===== src/rtl/pc_redirect_unit_if.sv =====
// Request/response bundle between the pipeline control logic and the PC stage.
// The master drives redirect requests and stalls; the slave returns fetch PC and status pulses.
interface pc_redirect_unit_if #(
    parameter int unsigned XLEN = 32
);
    logic            busy_wait;
    logic            trap_en;
    logic [XLEN-1:0] trap_target;
    logic            branch_en;
    logic [XLEN-1:0] branch_target;
    logic [XLEN-1:0] pc;
    logic [XLEN-1:0] pc_plus_inc;
    logic            fetch_valid;
    logic            flush;
    logic            misalign;
    logic            pend_valid;

    modport master (
        output busy_wait, trap_en, trap_target, branch_en, branch_target,
        input  pc, pc_plus_inc, fetch_valid, flush, misalign, pend_valid
    );

    modport slave (
        input  busy_wait, trap_en, trap_target, branch_en, branch_target,
        output pc, pc_plus_inc, fetch_valid, flush, misalign, pend_valid
    );
endinterface


===== src/rtl/pc_redirect_unit.sv =====
// Fetch PC register with trap/branch redirects, a one-entry redirect buffer held across
// memory stalls, and flush/misalign pulses for the IF/ID stage.
module pc_redirect_unit #(
    parameter int unsigned     XLEN         = 32,
    parameter logic [XLEN-1:0] RESET_VECTOR = '0,
    parameter int unsigned     INC          = 4
) (
    input  logic              clk_i,
    input  logic              reset_i,
    pc_redirect_unit_if.slave bus
);
    localparam logic [XLEN-1:0] INC_V = XLEN'(INC);

    logic [XLEN-1:0] pc_q, pc_d;
    logic            pend_valid_q, pend_valid_d;
    logic            pend_trap_q, pend_trap_d;
    logic [XLEN-1:0] pend_target_q, pend_target_d;
    logic            flush_q, flush_d;
    logic            misalign_q, misalign_d;
    logic            fetch_valid_q;

    logic            redirect;
    logic [XLEN-1:0] target;

    always_comb begin
        // NOTE: every variable gets a default before any branch, so no path leaves one unassigned and no latch is inferred.
        pc_d          = pc_q;
        pend_valid_d  = pend_valid_q;
        pend_trap_d   = pend_trap_q;
        pend_target_d = pend_target_q;
        flush_d       = 1'b0;
        misalign_d    = 1'b0;
        redirect      = 1'b0;
        target        = '0;

        if (bus.busy_wait) begin
            // A pending trap is never displaced by a branch; a newer branch replaces an older one.
            if (bus.trap_en) begin
                pend_valid_d  = 1'b1;
                pend_trap_d   = 1'b1;
                pend_target_d = bus.trap_target;
            end else if (bus.branch_en && !(pend_valid_q && pend_trap_q)) begin
                pend_valid_d  = 1'b1;
                pend_trap_d   = 1'b0;
                pend_target_d = bus.branch_target;
            end
        end else begin
            if (bus.trap_en) begin
                redirect = 1'b1;
                target   = bus.trap_target;
            end else if (pend_valid_q) begin
                redirect = 1'b1;
                target   = pend_target_q;
            end else if (bus.branch_en) begin
                redirect = 1'b1;
                target   = bus.branch_target;
            end

            if (redirect) begin
                pc_d         = {target[XLEN-1:2], 2'b00};
                flush_d      = 1'b1;
                misalign_d   = (target[1:0] != 2'b00);
                pend_valid_d = 1'b0;
            end else if (fetch_valid_q) begin
                // The release edge after reset holds RESET_VECTOR rather than stepping past it.
                pc_d = pc_q + INC_V;
            end
        end
    end

    // NOTE: sequential state uses non-blocking assignments so every register samples the pre-edge values.
    always_ff @(posedge clk_i) begin
        if (reset_i) begin
            pc_q          <= RESET_VECTOR;
            pend_valid_q  <= 1'b0;
            flush_q       <= 1'b0;
            misalign_q    <= 1'b0;
            fetch_valid_q <= 1'b0;
        end else begin
            pc_q          <= pc_d;
            pend_valid_q  <= pend_valid_d;
            flush_q       <= flush_d;
            misalign_q    <= misalign_d;
            fetch_valid_q <= 1'b1;
        end
    end

    // NOTE: the buffer payload is only read when pend_valid_q is set, so it needs no reset.
    always_ff @(posedge clk_i) begin
        pend_trap_q   <= pend_trap_d;
        pend_target_q <= pend_target_d;
    end

    assign bus.pc          = pc_q;
    assign bus.pc_plus_inc = pc_q + INC_V;
    assign bus.fetch_valid = fetch_valid_q;
    assign bus.flush       = flush_q;
    assign bus.misalign    = misalign_q;
    assign bus.pend_valid  = pend_valid_q;
endmodule


===== src/flat_wrapper.sv =====
// flat-port wrapper written by rule: the top's interface ports become plain ports
module pc_redirect_unit_flat 
#(
    parameter int unsigned     XLEN         = 32,
    parameter logic [XLEN-1:0] RESET_VECTOR = '0,
    parameter int unsigned     INC          = 4
)
  (clk_i, reset_i, bus_busy_wait, bus_trap_en, bus_trap_target, bus_branch_en, bus_branch_target, bus_pc, bus_pc_plus_inc, bus_fetch_valid, bus_flush, bus_misalign, bus_pend_valid);
  pc_redirect_unit_if #(.XLEN(XLEN)) bus_i ();
  input  logic clk_i;
  input  logic reset_i;
  input wire logic [$bits(bus_i.busy_wait)-1:0] bus_busy_wait;
  input wire logic [$bits(bus_i.trap_en)-1:0] bus_trap_en;
  input wire logic [$bits(bus_i.trap_target)-1:0] bus_trap_target;
  input wire logic [$bits(bus_i.branch_en)-1:0] bus_branch_en;
  input wire logic [$bits(bus_i.branch_target)-1:0] bus_branch_target;
  output wire logic [$bits(bus_i.pc)-1:0] bus_pc;
  output wire logic [$bits(bus_i.pc_plus_inc)-1:0] bus_pc_plus_inc;
  output wire logic [$bits(bus_i.fetch_valid)-1:0] bus_fetch_valid;
  output wire logic [$bits(bus_i.flush)-1:0] bus_flush;
  output wire logic [$bits(bus_i.misalign)-1:0] bus_misalign;
  output wire logic [$bits(bus_i.pend_valid)-1:0] bus_pend_valid;
  assign bus_i.busy_wait = bus_busy_wait;
  assign bus_i.trap_en = bus_trap_en;
  assign bus_i.trap_target = bus_trap_target;
  assign bus_i.branch_en = bus_branch_en;
  assign bus_i.branch_target = bus_branch_target;
  assign bus_pc = bus_i.pc;
  assign bus_pc_plus_inc = bus_i.pc_plus_inc;
  assign bus_fetch_valid = bus_i.fetch_valid;
  assign bus_flush = bus_i.flush;
  assign bus_misalign = bus_i.misalign;
  assign bus_pend_valid = bus_i.pend_valid;
  pc_redirect_unit #(.XLEN(XLEN), .RESET_VECTOR(RESET_VECTOR), .INC(INC)) u_core (.clk_i(clk_i), .reset_i(reset_i), .bus(bus_i));
endmodule

===== config.mk =====
export PLATFORM = sky130hd
export DESIGN_NAME = pc_redirect_unit_flat
export DESIGN_NICKNAME = d
export VERILOG_FILES = /design/src/rtl/pc_redirect_unit_if.sv /design/src/rtl/pc_redirect_unit.sv /design/src/flat_wrapper.sv
export SDC_FILE = /design/constraint.sdc
export NUM_CORES = 1
export LEC_CHECK = 0
export CAP_MARGIN = 20
export CELL_PAD_IN_SITES_DETAIL_PLACEMENT = 0
export CELL_PAD_IN_SITES_GLOBAL_PLACEMENT = 1
export CORE_MARGIN = 5
export CORE_UTILIZATION = 30
export CTS_CLUSTER_SIZE = 25
export DETAILED_ROUTE_END_ITERATION = 7
export MAX_ROUTING_LAYER = met4
export PLACE_DENSITY_LB_ADDON = 0.05
export SLEW_MARGIN = 20
export SYNTH_ARGS = -nofsm -noshare
export SYNTH_HDL_FRONTEND = slang
export SYNTH_SLANG_ARGS = --single-unit
export TNS_END_PERCENT = 20

===== constraint.sdc =====
create_clock -name clk_i -period 5.4 [get_ports clk_i]
set_input_delay 1.35 -clock clk_i [delete_from_list [all_inputs] [get_ports clk_i]]
set_output_delay 1.35 -clock clk_i [all_outputs]
set_load 0.05 [all_outputs]

==> out/results.md, run 1 <==
| Group | Parameter | Value |
| --- | --- | --- |
| detailed routing | Post-detailed-route count of antenna-violating nets | 0 |
| clocking | Number of sinks driven by the clock tree | 67 |
| global routing | First-pass GRT wire length | 23.4 mm |
| die | Starting density of the core | 0.303 |
| critical path | Critical Path Most Common Cell | sky130_fd_sc_hd__or3_1 |
| critical path | Largest stage delay on the critical path | 0.83 ns |
| synth | Syn_area_per_cell | 8.69 um^2 |
| layout | Final-stage net count | 678 |
| layout | Layout Cells excl Fill | 797 |
| global routing | Antenna violations before repair | 0 |
| critical path | Arrival time reported for the critical path endpoint | 3.11 ns |
| die | Die Area | 0.0170 mm^2 |
| sta | Period utilisation layout | 0.826 |
| critical path | Setup crit start | u_core.bus.pc[5] |
| power and ir drop | Leakage power summed over all cells | 2.19 nW |
| synth | Most frequent cells after synthesis | 67 x sky130_fd_sc_hd__o21ai_0, 46 x sky130_fd_sc_hd__nand2_1, 37 x sky130_fd_sc_hd__inv_1, 34 x sky130_fd_sc_hd__dfxtp_1, 33 x sky130_fd_sc_hd__edfxtp_1 |
| layout | Proportion of layout cells with a drive suffix above 1 | 0.0783 |
| synth | Area of the mapped netlist | 0.00435 mm^2 |
| worst hold path | Worst min-delay path startpoint | u_core.bus.pc[3] |
| sta | Fin. Hold Viols | 0 |
| critical path | Critical path buffers and inverters | 1 |
| detailed routing | Number of search-and-repair iterations in the first detailed-routing pass | 5 |
| detailed routing | Vias post-DR | 4,271 |
| clocking | Number of CTS-inserted buffers | 9 |
| sta | Total negative slack for setup checks | 0 ns |
| synth | Warnings from Yosys | 0 |
| clocking | Clock slew seen by the registers of the worst setup and hold paths | 0.06 ns |
| clocking | Post-CTS setup buffer count | 0 |
| sta | Final slew viol count | 0 |
| die | Std-Cell Core Area | 0.0144 mm^2 |
| clocking | Clock insertion delay at the later pin of the skew report | 0.34 ns |
| global routing | Via count of the first global-routing pass | 4,023 |
| critical path | List of cells traversed by the critical path | nand4_2, or3_1, or3_1, xnor2_1, clkdlybuf4s50_1 |
| sta | Worst-margin pin slew | 0.701 ns |
| sta | Finish-stage setup viols | 0 |
| clocking | TritonCTS clock tree | done |
| critical path | Maximum fanout count along the critical path | 11 |
| detailed routing | Total Routed Length | 15.3 mm |
| run status | Result of the run | finished, final reports clean |
| synth | Cell taking the most area after synthesis | sky130_fd_sc_hd__edfxtp_1 |
| critical path | Critical path type | flop to output port |
| worst hold path | Hold WC Path Type | flop to flop |
| sta | Post-layout minimum cycle time | 4.46 ns |
| synth | Most used DFF post-synth | sky130_fd_sc_hd__dfxtp_1 |
| layout | Number of antenna repair diodes | 0 |
| global routing | Pin count of the biggest net entering global routing | 48 |
| detailed routing | Routed wirelength normalized by instance count | 19.2 um |
| layout | Syn-to-layout area delta | 37.4% |
| detailed routing | Residual DRC count | 0 |
| synth | Fraction of synthesized cell area taken by the top area cell type | 0.228 |
| critical path | Family with the most delay on the worst path | simple AND/OR/NAND/NOR gates |
| placement | Detail Placement HPWL | 11.3 mm |
| power and ir drop | Worst IR Drop VDD | 0.130 mV |
| detailed routing | Vias per cell | 5.36 |
| power and ir drop | Power density over the cells | 273 mW/mm^2 |
| die | Number of cell rows | 44 |
| detailed routing | DRC marker count from the first detailed-route iteration | 345 |
| clocking | Clock root cell | sky130_fd_sc_hd__clkbuf_16 |
| synth | Area contributors post-synth | sky130_fd_sc_hd__edfxtp_1 23%, sky130_fd_sc_hd__dfxtp_1 16%, sky130_fd_sc_hd__o21ai_0 7.7% |
| run | Number of max-cap violations | 0 |
| clocking | CTS HTree Levels | 3 |
| clocking | Post-cts gate resize count | 0 |
| placement | Post-Place Cells | 781 |
| critical path | Launching element type of the critical path | flop |
| synth | Top-count cell post-synth | sky130_fd_sc_hd__o21ai_0 |
| global routing | GRT Resource Usage Total | 0.185 |
| die | Horizontal extent of the die | 130 um |
| critical path | Kind of capture point of the worst setup path | output port |
| synth | Mapped Cells | 501 |
| die | Vert. Die Dim | 130 um |
| synth | Unique masters post-synth | 67 |
| sta | Max-Slew Margin vs Limit | 0.532 |
| die | Number of placed I/O pins | 137 |
| synth | Post-synth EDFFs | 33 |
| clocking | Worst-case clock buffer depth | 2 |
| sta | Final Skew | 0.00573 ns |
| clocking | CTS Hold Buffers Added | 0 |
| placement | # port buffers | 132 |
| global routing | Remaining Overflow, GRT | 0 |
| placement | Final weighted congestion in routability-driven placement | 0.799 |
| sta | Maximum clock rate | 224 MHz |
| critical path | Endpoint required time on the critical path | 4.05 ns |
| layout | Fill cell count | 1,459 |
| synth | #FFs+latches synth | 67 |
| synth | Async set-reset flop share out of synthesis | 0 |
| sta | Setup repair after global routing missed its margin | no |
| critical path | Worst path slowest cell | sky130_fd_sc_hd__clkdlybuf4s50_1 |
| critical path | Worst r2r src | u_core.bus.pend_valid |
| synth | Part of the Yosys area used for sequential elements | 0.384 |
[placed cells by master, fill, tap and decap left out, drive strengths merged, types with 6 or more instances in the layout]
cell and n:
clkdlybuf4s50 131, o21ai 68, nand2 47, inv 38, dfxtp 34, edfxtp 33, a21oi 31, xnor2 20
a22oi 18, nor2 14, o22ai 14, nand4 13, nand3 13, clkbuf 10, buf 10, nor3 10
nor4 10, xor2 8, mux2 8, and4 8, o32ai 7, or3 6
[report_power, final]
group | switching [mW] | internal [mW] | total [mW]
combinational | 0.267 | 0.160 | 0.427
sequential | 0.0392 | 0.573 | 0.612
clock | 0.231 | 0.365 | 0.596
[final timing paths]
check	to	slack (ns)	cells after the start
hold reg to reg	u_core.bus.pc[3]	0.53	2
setup / recovery	bus_pc_plus_inc[25]	0.94	5
setup reg to reg	u_core.bus.pc[11]	3.01	7
hold / removal	u_core.bus.pc[3]	0.53	2
[tightest hold or removal path: cells and delay by family (launching register included)]
kind | cells | cell delay [ns]
AOI/OAI and AO/OA | 1 | 0.05
and+or+nand+nor | 1 | 0.07
DFF | 1 | 0.35
[layout make-up]
cell class	instances	area [um^2]	share of cell area
multi-input cells	351	2260	0.378
clock inverters	6	55.1	0.00920
well taps	184	230	0.0385
clock buffers	10	239	0.0399
repair buffers	141	1380	0.231
flip-flops and latches	67	1670	0.279
inverters	38	143	0.0238
[per-layer routing]
metal	vias to the layer above	GRT usage	routed length (um)
met2	135	0.274	6860
met1	2041	0.263	7440
met5	-	-	0
met3	16	0.0301	774
met4	0	0.0520	210
li1	2079	-	-
[registers in the layout (all words and copies together) (netlist names)]
register,count
u_core.bus.fetch_valid,1
u_core.pend_target_q,32
u_core.bus.pc,30
u_core.bus.misalign,1
u_core.pend_trap_q,1
u_core.bus.pend_valid,1
u_core.bus.flush,1
[kinds of logic after synthesis]
| kind of cell | after synthesis | share of synthesized area |
|---|---|---|
| AO/OA/AOI/OAI | 177 | 0.256 |
| XOR/XNOR | 28 | 0.0563 |
| adder cells (fa/ha/maj) | 1 | 0.00287 |
| buffers and inverters | 86 | 0.101 |
| flip-flops | 67 | 0.384 |
| multiplexers | 9 | 0.0230 |
| other | 1 | 0.000861 |
| AND/OR/NAND/NOR | 132 | 0.176 |
[metrics by stage]
stage / utilization / hold WS (ns) / setup slack (ns) / instance area [um^2] / power, mW
floorplan: - / 0.607 / 1.33 / 4370 / 0.882
global placement: 0.396 / 0.496 / 1.29 / 5690 / 1.05
detailed placement: 0.396 / 0.509 / 1.27 / 5690 / 1.05
CTS: 0.416 / 0.516 / 0.898 / 5980 / 1.65
global route: 0.416 / 0.563 / 0.750 / 5980 / 1.70
finish: 0.416 / 0.530 / 0.940 / 5980 / 1.64
No activity file was read; power rests on OpenSTA's default activity.
==> run 2, diff against run 1 <==
clock period = 4.55 ns   (was 5.4 ns; I/O delays follow)
==> out/results.md, run 2 (same netlist as run 1, synthesis figures left out) <==
| Group | Parameter | Value |
| --- | --- | --- |
| worst hold path | Depth of the worst hold-timing path | 2 |
| die | Starting density of the core | 0.303 |
| detailed routing | DRC marker count from the first detailed-route iteration | 363 |
| detailed routing | Vias post-DR | 4,235 |
| critical path | Critical Path Most Common Cell | sky130_fd_sc_hd__or3_1 |
| power and ir drop | Leakage power summed over all cells | 2.19 nW |
| global routing | Pin count of the biggest net entering global routing | 67 |
| layout | Finished layout cell area | 0.00599 mm^2 |
| die | Number of placed I/O pins | 137 |
| layout | Most common library cell in the layout ignoring fill and taps | sky130_fd_sc_hd__clkdlybuf4s50_1 |
| critical path | Launching element type of the critical path | flop |
| critical path | Arrival time reported for the critical path endpoint | 3.04 ns |
| clocking | CTS HTree Levels | 3 |
| run status | Result of the run | finished, final reports clean |
| die | Std-Cell Core Area | 0.0144 mm^2 |
| sta | Worst-margin pin slew | 1.06 ns |
| placement | Post-Place Cells | 782 |
| layout | Syn-to-layout area delta | 37.5% |
| placement | Final weighted congestion in routability-driven placement | 0.807 |
| clocking | Post-cts gate resize count | 0 |
| global routing | Via count of the first global-routing pass | 3,988 |
| clocking | Clock root cell | sky130_fd_sc_hd__clkbuf_16 |
| sta | Max-Slew Margin vs Limit | 0.295 |
| sta | Post-layout minimum cycle time | 4.17 ns |
| critical path | Family with the most delay on the worst path | simple AND/OR/NAND/NOR gates |
| critical path | Maximum fanout count along the critical path | 11 |
| clocking | Worst-case clock buffer depth | 2 |
| detailed routing | Number of search-and-repair iterations in the first detailed-routing pass | 5 |
| sta | Final Skew | 0.00834 ns |
| global routing | GRT Resource Usage Total | 0.185 |
| layout | Number of flip-flops in the largest register | 32 |
| critical path | Terminus of the critical flop-to-flop path | u_core.bus.pc[20] |
| layout | Fill cell count | 1,477 |
| sta | Final slew viol count | 0 |
| sta | Maximum clock rate | 240 MHz |
| layout | Highest-count cells in the layout ignoring fill and taps | 131 x sky130_fd_sc_hd__clkdlybuf4s50_1, 67 x sky130_fd_sc_hd__o21ai_0, 46 x sky130_fd_sc_hd__nand2_1 |
| layout | Layout Cells excl Fill | 798 |
| critical path | Critical path type | flop to output port |
| critical path | Slack of the worst reg-to-reg path | 2.08 ns |
| critical path | Kind of capture point of the worst setup path | output port |
| detailed routing | Total Routed Length | 15.4 mm |
| sta | Period utilisation layout | 0.917 |
| critical path | Depth of the worst register-to-register path | 6 |
| layout | Proportion of layout cells with a drive suffix above 1 | 0.0749 |
| layout | Number of antenna repair diodes | 0 |
| sta | Setup repair after global routing missed its margin | no |
| sta | Total negative slack for setup checks | 0 ns |
| power and ir drop | Total power | 1.94 mW |
| placement | # port buffers | 132 |
| detailed routing | Routed wirelength normalized by instance count | 19.3 um |
| power and ir drop | Power density over the cells | 324 mW/mm^2 |
| die | Number of cell rows | 44 |
| die | Horizontal extent of the die | 130 um |
| die | Vert. Die Dim | 130 um |
| placement | Post-place instance area | 0.00570 mm^2 |
| placement | Detail Placement HPWL | 11.3 mm |
| global routing | Antenna violations before repair | 0 |
| detailed routing | Residual DRC count | 0 |
| worst hold path | Worst min-delay path startpoint | u_core.bus.pc[3] |
| clocking | Clock insertion delay at the later pin of the skew report | 0.34 ns |
| run | Number of max-cap violations | 0 |
| clocking | Number of sinks driven by the clock tree | 67 |
| global routing | Remaining Overflow, GRT | 0 |
| sta | Fin. Hold Viols | 0 |
| layout | Final-stage net count | 679 |
| clocking | CTS Hold Buffers Added | 0 |
| detailed routing | Post-detailed-route count of antenna-violating nets | 0 |
| clocking | TritonCTS clock tree | done |
| critical path | List of cells traversed by the critical path | nand4_1, or3_1, or3_1, xnor2_1, clkdlybuf4s50_1 |
| critical path | Critical path buffers and inverters | 1 |
| detailed routing | Vias per cell | 5.31 |
| clocking | Number of CTS-inserted buffers | 9 |
| critical path | Endpoint required time on the critical path | 3.41 ns |
| clocking | Post-CTS setup buffer count | 0 |
| layout | Register with the highest flop count | u_core.pend_target_q |
| clocking | Clock slew seen by the registers of the worst setup and hold paths | 0.06 ns |
| global routing | First-pass GRT wire length | 23.3 mm |
| critical path | Worst path slowest cell | sky130_fd_sc_hd__clkdlybuf4s50_1 |
| die | Die Area | 0.0170 mm^2 |
| sta | Finish-stage setup viols | 0 |
| critical path | Worst r2r src | u_core.bus.pend_valid |
| worst hold path | End point of the most critical hold path | u_core.bus.pc[3] |
| worst hold path | Hold WC Path Type | flop to flop |
| critical path | Largest stage delay on the critical path | 0.84 ns |
| power and ir drop | Worst IR Drop VDD | 0.181 mV |
## run 2: layer usage
layer,share of wire,global-route usage
met3,0.053,0.0293
met5,0,-
met1,0.48,0.268
met4,0.012,0.0526
met2,0.45,0.266
## run 2: how the worst max path moves through the flow
stage | from | end | slack [ns] | cells after the start
after floorplan | u_core.bus.pc[5] | bus_pc_plus_inc[25] | 0.70 | 6
after global placement | u_core.bus.pc[18] | bus_pc_plus_inc[25] | 0.78 | 5
after detailed placement | u_core.bus.pc[18] | bus_pc_plus_inc[25] | 0.73 | 5
after CTS | u_core.bus.pc[18] | bus_pc_plus_inc[25] | 0.36 | 5
after global routing | u_core.bus.pc[5] | bus_pc_plus_inc[27] | 0.20 | 6
final | u_core.bus.pc[18] | bus_pc_plus_inc[25] | 0.38 | 5
## run 2: metrics by stage
| stage | setup slack (ns) | util | hold slack [ns] |
|---|---|---|---|
| 2_1_floorplan | 0.695 | - | 0.607 |
| 3_3_place_gp | 0.775 | 0.397 | 0.494 |
| 3_5_place_dp | 0.731 | 0.397 | 0.507 |
| 4_1_cts | 0.358 | 0.417 | 0.514 |
| 5_1_grt | 0.199 | 0.417 | 0.557 |
| 6_report | 0.377 | 0.417 | 0.513 |
## run 2: where the power goes
| group | switching (mW) | internal, mW |
|---|---|---|
| Sequential | 0.0467 | 0.680 |
| Combinational | 0.318 | 0.190 |
| Clock | 0.266 | 0.437 |
## run 2: worst reg2reg max path, cell delays in order, from the launching register on
cell,delay (ns)
sky130_fd_sc_hd__dfxtp_1,0.31
sky130_fd_sc_hd__buf_4,0.31
sky130_fd_sc_hd__nor3_2,0.11
sky130_fd_sc_hd__a21oi_2,0.78
sky130_fd_sc_hd__buf_4,0.34
sky130_fd_sc_hd__a221oi_1,0.12
sky130_fd_sc_hd__a2111oi_1,0.39
## run 2: cell type report
type / count / area, um^2 / share of cell area
multi-input cells: 351 / 2260 / 0.378
flip-flops and latches: 67 / 1670 / 0.279
repair buffers: 142 / 1390 / 0.232
clock buffers: 13 / 250 / 0.0418
well taps: 184 / 230 / 0.0385
inverters: 38 / 143 / 0.0238
clock inverters: 3 / 37.5 / 0.00627
